===== config.mk =====
export PLATFORM = sky130hd
export DESIGN_NAME = tdm_demux_4bit_1to4
export DESIGN_NICKNAME = d
export VERILOG_FILES = /design/src/rtl/tdm_demux_4bit_1to4.sv
export SDC_FILE = /design/constraint.sdc
export NUM_CORES = 1
export LEC_CHECK = 0
export CORE_MARGIN = 1
export CORE_UTILIZATION = 40
export DETAILED_ROUTE_END_ITERATION = 8
export GPL_ROUTABILITY_DRIVEN = 0
export PLACE_DENSITY = 0.61
export SLEW_MARGIN = 20
export SYNTH_ARGS = -nofsm -noshare
export SYNTH_HDL_FRONTEND = slang
export SYNTH_SLANG_ARGS = --single-unit
export TNS_END_PERCENT = 100

===== constraint.sdc =====
create_clock -name clk -period 2.15 [get_ports clk]
set_input_delay 0.5375 -clock clk [delete_from_list [all_inputs] [get_ports clk]]
set_output_delay 0.5375 -clock clk [all_outputs]
set_load 0.05 [all_outputs]

===== src/rtl/tdm_demux_4bit_1to4.sv =====
// ---------------------------------------------------------------------------
// tdm_demux_4bit_1to4
//
// Receive side of a 4-bit, 4-slot time-division multiplexed link. A single
// nibble stream carries one channel per valid beat. The frame boundary is
// marked by sof on the channel A beat. The block splits the stream into four
// registered 4-bit channels.
//
// Beats A, B and C are held in shadow registers while the frame is being
// collected. When the D beat arrives, all four channel outputs load together
// on the same edge: A, B and C come from the shadow registers and D comes
// straight from din. Because of this, downstream logic never sees a frame
// that is partly updated.
//
// Protocol violations abort the partial frame. Each one raises a one-cycle
// frame_err pulse and leaves the channel outputs untouched:
//   - a beat without sof while idle
//   - a sof in the middle of a frame (the frame restarts on this beat)
//   - a gap of TIMEOUT idle cycles inside a frame
// ---------------------------------------------------------------------------
module tdm_demux_4bit_1to4 #(
    parameter int TIMEOUT = 15
) (
    input  logic       clk,
    input  logic       rst,
    input  logic [3:0] din,
    input  logic       din_valid,
    input  logic       sof,
    output logic [3:0] ch_a,
    output logic [3:0] ch_b,
    output logic [3:0] ch_c,
    output logic [3:0] ch_d,
    output logic       frame_valid,
    output logic       frame_err,
    output logic [1:0] slot,
    output logic       busy
);

    // -----------------------------------------------------------------------
    // Constants
    // -----------------------------------------------------------------------
    localparam logic [0:0] ST_IDLE    = 1'b0;
    localparam logic [0:0] ST_COLLECT = 1'b1;

    // Keep the timeout inside the range the 8-bit idle counter can reach.
    // An out-of-range parameter then degrades gracefully instead of
    // producing a frame that can never time out.
    localparam int TIMEOUT_CLAMPED = (TIMEOUT < 1)   ? 1   :
                                     (TIMEOUT > 255) ? 255 : TIMEOUT;

    // Nine bits wide, so that idle_cnt + 1 cannot overflow in the compare.
    localparam logic [8:0] TIMEOUT_LIM = 9'(TIMEOUT_CLAMPED);

    localparam logic [1:0] SLOT_A = 2'd0;
    localparam logic [1:0] SLOT_B = 2'd1;
    localparam logic [1:0] SLOT_C = 2'd2;
    localparam logic [1:0] SLOT_D = 2'd3;

    // -----------------------------------------------------------------------
    // State
    // -----------------------------------------------------------------------
    logic [0:0] state;
    logic [7:0] idle_cnt;
    logic [3:0] shadow_a;
    logic [3:0] shadow_b;
    logic [3:0] shadow_c;

    // -----------------------------------------------------------------------
    // Next-state controls
    // -----------------------------------------------------------------------
    logic [0:0] state_nxt;
    logic [1:0] slot_nxt;
    logic [7:0] idle_cnt_nxt;
    logic       shadow_we;
    logic [1:0] shadow_sel;
    logic       load_ch;
    logic       frame_valid_nxt;
    logic       frame_err_nxt;
    logic       timeout_hit;

    // Becomes true on the gap cycle that would bring the idle count up to
    // TIMEOUT.
    assign timeout_hit = ({1'b0, idle_cnt} + 9'd1) >= TIMEOUT_LIM;

    // -----------------------------------------------------------------------
    // Frame-tracking FSM: decode the current beat into the register updates
    // -----------------------------------------------------------------------
    always_comb begin
        // NOTE: every output of this block gets a default first. A path that
        // forgets an assignment then holds the default, and no latch is
        // inferred.
        state_nxt       = state;
        slot_nxt        = slot;
        idle_cnt_nxt    = idle_cnt;
        shadow_we       = 1'b0;
        shadow_sel      = SLOT_A;
        load_ch         = 1'b0;
        frame_valid_nxt = 1'b0;
        frame_err_nxt   = 1'b0;

        case (state)
            ST_IDLE: begin
                if (din_valid) begin
                    if (sof) begin
                        // Channel A beat opens a new frame.
                        shadow_we    = 1'b1;
                        shadow_sel   = SLOT_A;
                        slot_nxt     = SLOT_B;
                        idle_cnt_nxt = 8'd0;
                        state_nxt    = ST_COLLECT;
                    end else begin
                        // Stray beat with no frame open: drop it and flag it.
                        frame_err_nxt = 1'b1;
                        slot_nxt      = SLOT_A;
                    end
                end
            end

            ST_COLLECT: begin
                if (din_valid) begin
                    idle_cnt_nxt = 8'd0;
                    if (sof) begin
                        // Early sof: drop the partial frame and restart on
                        // this beat. Slots B and C are rewritten before the
                        // next load, so stale shadow data can never leak out.
                        frame_err_nxt = 1'b1;
                        shadow_we     = 1'b1;
                        shadow_sel    = SLOT_A;
                        slot_nxt      = SLOT_B;
                    end else if (slot == SLOT_D) begin
                        // Last beat: publish the whole frame at once.
                        load_ch         = 1'b1;
                        frame_valid_nxt = 1'b1;
                        slot_nxt        = SLOT_A;
                        state_nxt       = ST_IDLE;
                    end else begin
                        shadow_we  = 1'b1;
                        shadow_sel = slot;
                        slot_nxt   = slot + 2'd1;
                    end
                end else if (timeout_hit) begin
                    // The link went quiet mid-frame: give up on it.
                    frame_err_nxt = 1'b1;
                    idle_cnt_nxt  = 8'd0;
                    slot_nxt      = SLOT_A;
                    state_nxt     = ST_IDLE;
                end else begin
                    idle_cnt_nxt = idle_cnt + 8'd1;
                end
            end

            default: begin
                // Unreachable with a 1-bit state. Kept so that any corruption
                // recovers to a clean idle.
                state_nxt    = ST_IDLE;
                slot_nxt     = SLOT_A;
                idle_cnt_nxt = 8'd0;
            end
        endcase
    end

    // -----------------------------------------------------------------------
    // Control registers: FSM state, slot pointer, idle counter, pulses
    // -----------------------------------------------------------------------
    always_ff @(posedge clk or posedge rst) begin
        if (rst) begin
            state       <= ST_IDLE;
            slot        <= SLOT_A;
            idle_cnt    <= 8'd0;
            frame_valid <= 1'b0;
            frame_err   <= 1'b0;
        end else begin
            // NOTE: sequential state uses non-blocking assignments. Every
            // register then samples the pre-edge values, whatever order the
            // statements are written in.
            state       <= state_nxt;
            slot        <= slot_nxt;
            idle_cnt    <= idle_cnt_nxt;
            frame_valid <= frame_valid_nxt;
            frame_err   <= frame_err_nxt;
        end
    end

    // -----------------------------------------------------------------------
    // Shadow registers: hold beats A..C until the frame completes
    // -----------------------------------------------------------------------
    always_ff @(posedge clk or posedge rst) begin
        if (rst) begin
            // NOTE: this small storage is reset on purpose, so that it has a
            // known value after reset. Wide data memories normally go
            // without reset.
            shadow_a <= 4'h0;
            shadow_b <= 4'h0;
            shadow_c <= 4'h0;
        end else if (shadow_we) begin
            case (shadow_sel)
                SLOT_A:  shadow_a <= din;
                SLOT_B:  shadow_b <= din;
                SLOT_C:  shadow_c <= din;
                default: ;
            endcase
        end
    end

    // -----------------------------------------------------------------------
    // Channel outputs: change only when a complete frame is accepted
    // -----------------------------------------------------------------------
    always_ff @(posedge clk or posedge rst) begin
        if (rst) begin
            ch_a <= 4'h0;
            ch_b <= 4'h0;
            ch_c <= 4'h0;
            ch_d <= 4'h0;
        end else if (load_ch) begin
            ch_a <= shadow_a;
            ch_b <= shadow_b;
            ch_c <= shadow_c;
            ch_d <= din;
        end
    end

    assign busy = (state == ST_COLLECT);

endmodule


==> metrics.md <==
| Metric | Value |
|---|---|
| CTS resizes | 0 |
| Core Rows | 24 |
| Total grt overflow | 0 |
| Fin crit share | 96.2% |
| Synthesized flop and latch total | 41 |
| CTS tree | built |
| Worst setup path startpoint | slot[1]$_DFFE_PP0P_ |
| Root Driver | clkbuf_8 |
| CTS Buf Count | 5 |
| Clock latency on the worst-skew pair | 0.29 ns |
| Dpl cell area | 2230 sq um |
| Cell family with most CP delay | buffers and inverters |
| RSZ-0062 raised after global routing | false |
| Layout cell share with drive strength beyond 1 | 19.2% |
| Die height | 70.2 um |
| Reg2Reg Depth | 5 |
| HP Class | reg -> reg |
| Slowest CP cell | clkdlybuf4s50_1 |
| CTS clock-pin slew for the worst setup and hold paths | 0.07 ns |
| Clock buffer depth | 2 |
| Reg2Reg Setup Slack | 0.29 ns |
| Hold Buf Count CTS | 0 |
| Reg2reg start | idle_cnt[0]$_DFFE_PP0P_ |
| Rel. slew slack | 66.5% |
| Cell Chain, Critical Path | clkdlybuf4s50_1 |
| Lkg Pwr | 1.11 nW |
| Drt wl/cell | 13.9 um |
| DRT Pass-1 Iters | 6 |
| Most common cell after layout, fill and taps aside | nand2_1 |
| Diodes inserted | 0 |
| Post-route setup slack | 0.0826 ns |
| PortBufs | 28 |
| Hold Path End | ch_a[0]$_DFFE_PP0P_ |
| Vias in the first global route | 1376 |
| All-layer global routing usage | 16.2% |
| Postcts setup bufs | 0 |
| I/O pin cnt | 29 |
| Reg2reg end | frame_err$_DFF_PP0_ |
| Slew @ Worst Pin | 0.501 ns |
| Pins Over Slew Limit | 0 |
| CTS Sinks | 41 |
| WL final | 3.62 mm |
| Max stage delay on crit path | 0.83 ns |
| Syn Area/Cell | 11.0 sq um |
| Hpwl dp | 2.54 mm |
| Pre-CTS WS | -0.00225 ns |
| Die ar. | 4930 sq um |
| # H-tree levels | 2 |
| Critical Path AT | 1.53 ns |
| Hold Vio Cnt, Final | 0 |
| Worst hold path cell count | 2 |
| Area Growth Syn to Fin | 25.3% |
| Hold path start | shadow_a[0]$_DFFE_PP0P_ |
| Seq/Total Area, Yosys | 55.1% |
| CP max FO | 5 |
| Most frequent cells in the layout | nand2_1 (56), dfrtp_1 (41), clkdlybuf4s50_1 (26) |
| Core area | 4410 sq um |
| Library cells used by synthesis | 33 |
| Via count | 1356 |
| Max Freq | 484 MHz |
| Cell type with the largest total area after synthesis | dfrtp_1 |
| Vias/cell | 5.22 |
| Synth area leaders | dfrtp_1 (55%), nand2_1 (11%), mux2_2 (7.3%) |
| Die W | 70.2 um |
| Cell count after synthesis | 170 |
| Sum of negative setup slack | 0 ns |
| Layout Skew | 0.00719 ns |
| WHS | 0.467 ns |
| Syn nets | 183 |
| Final setup vio count | 0 |
| Final Critical Period | 2.07 ns |
| VDD IR max | 552 uV |
| First-pass GRT wire length | 6.29 mm |
| Crit path buf inv count | 1 |
| Initial antenna violation count | 0 |
| DRC Markers | 0 |
| Layout Nets | 221 |
| Fillers | 401 |
| Crit end category | output port |
| Routed Antenna Nets | 0 |
| Status | finished, final reports clean |
| Final Core Density | 52.9% |
| Crit start category | register |
| Pwr Density | 1060 nW/um^2 |
| Largest net degree at the start of global routing | 42 |
| Max-cap violations | 0 |
| Worst EP required | 1.61 ns |
| Drt initial violations | 53 |
| Yosys top cell area share | 55.1% |
| Initial core utilization | 42.2% |
| Final Instance Area | 2330 sq um |
| Mapped cell area | 1860 sq um |
| Yosys Warn Count | 0 |
| WS Path Type | reg -> out |
==> logic make-up after synthesis <==
| kind of cell | Yosys count | synth area share (%) |
|---|---|---|
| simple gates | 80 | 20.6 |
| flops | 41 | 55.1 |
| buf+inv | 11 | 2.95 |
| fa+ha+maj | 5 | 3.36 |
| mux | 12 | 7.25 |
| compound gates | 19 | 9.87 |
| xor+xnor | 2 | 0.940 |
==> how the worst max path moves through the flow <==
stage / to / slack (ns) / depth (start not counted)
finish: slot[1] / 0.08 / 1
global route: slot[1] / 0.03 / 1
CTS: slot[1] / 0.07 / 1
detailed placement: shadow_c[0]$_DFFE_PP0P_ / -0.002 / 5
global placement: shadow_c[0]$_DFFE_PP0P_ / 0.07 / 5
floorplan: shadow_a[0]$_DFFE_PP0P_ / 0.29 / 5
==> per-layer routing <==
layer / GRT usage, % / routed length [um]
met1: 22.2 / 1710
met2: 25.4 / 1690
met3: 3.75 / 166
met4: 5.33 / 48
met5: 0 / 0
==> synth_stat cells (all sizes together) <==
library cell / instances
and2: 5
mux2: 12
inv: 5
ha: 5
o21ai: 5
nand3: 1
nor3b: 1
o211ai: 4
nand3b: 4
buf: 4
o2111ai: 2
a31oi: 1
xor2: 1
a21oi: 2
nand2: 56
nor4b: 1
o21bai: 1
nand4b: 1
a31o: 2
clkbuf: 1
nor3: 2
nand2b: 4
clkinv: 1
a311oi: 2
and3: 1
xnor2: 1
dfrtp: 41
nor2: 4
==> report_power, final <==
group,leakage (nW),internal (mW),switching (mW)
clock network,0.0540,0.337,0.247
logic,0.517,0.307,0.516
registers,0.539,0.945,0.115
total,1.11,1.59,0.878
==> state kept, by name (all words and copies together) (netlist names), 4 cells and up <==
register / cells
idle_cnt: 8
ch_d: 4
shadow_b: 4
shadow_c: 4
shadow_a: 4
ch_a: 4
ch_c: 4
ch_b: 4
==> through the flow <==
stage / power (mW) / cells
final: 2.47 / 260
after global routing: 2.60 / 260
after CTS: 2.50 / 260
after detailed placement: 1.90 / 253
after global placement: 1.88 / 253
after floorplan: 1.62 / 170
==> cell type report <==
type | count | area [sq um] | share of cell area [%]
Sequential cell | 41 | 1030 | 43.9
Multi-Input combinational cell | 118 | 782 | 33.5
Timing Repair Buffer | 36 | 335 | 14.4
Clock buffer | 5 | 68.8 | 2.95
Tap cell | 52 | 65.1 | 2.79
Clock inverter | 2 | 35.0 | 1.50
Inverter | 6 | 22.5 | 0.965
==> tightest hold or removal path: stages (launching register included) <==
cell and delay [ns]:
dfrtp_1 0.34, nand2_1 0.05, nand2_1 0.05
Power figures use the tool's default switching activity.
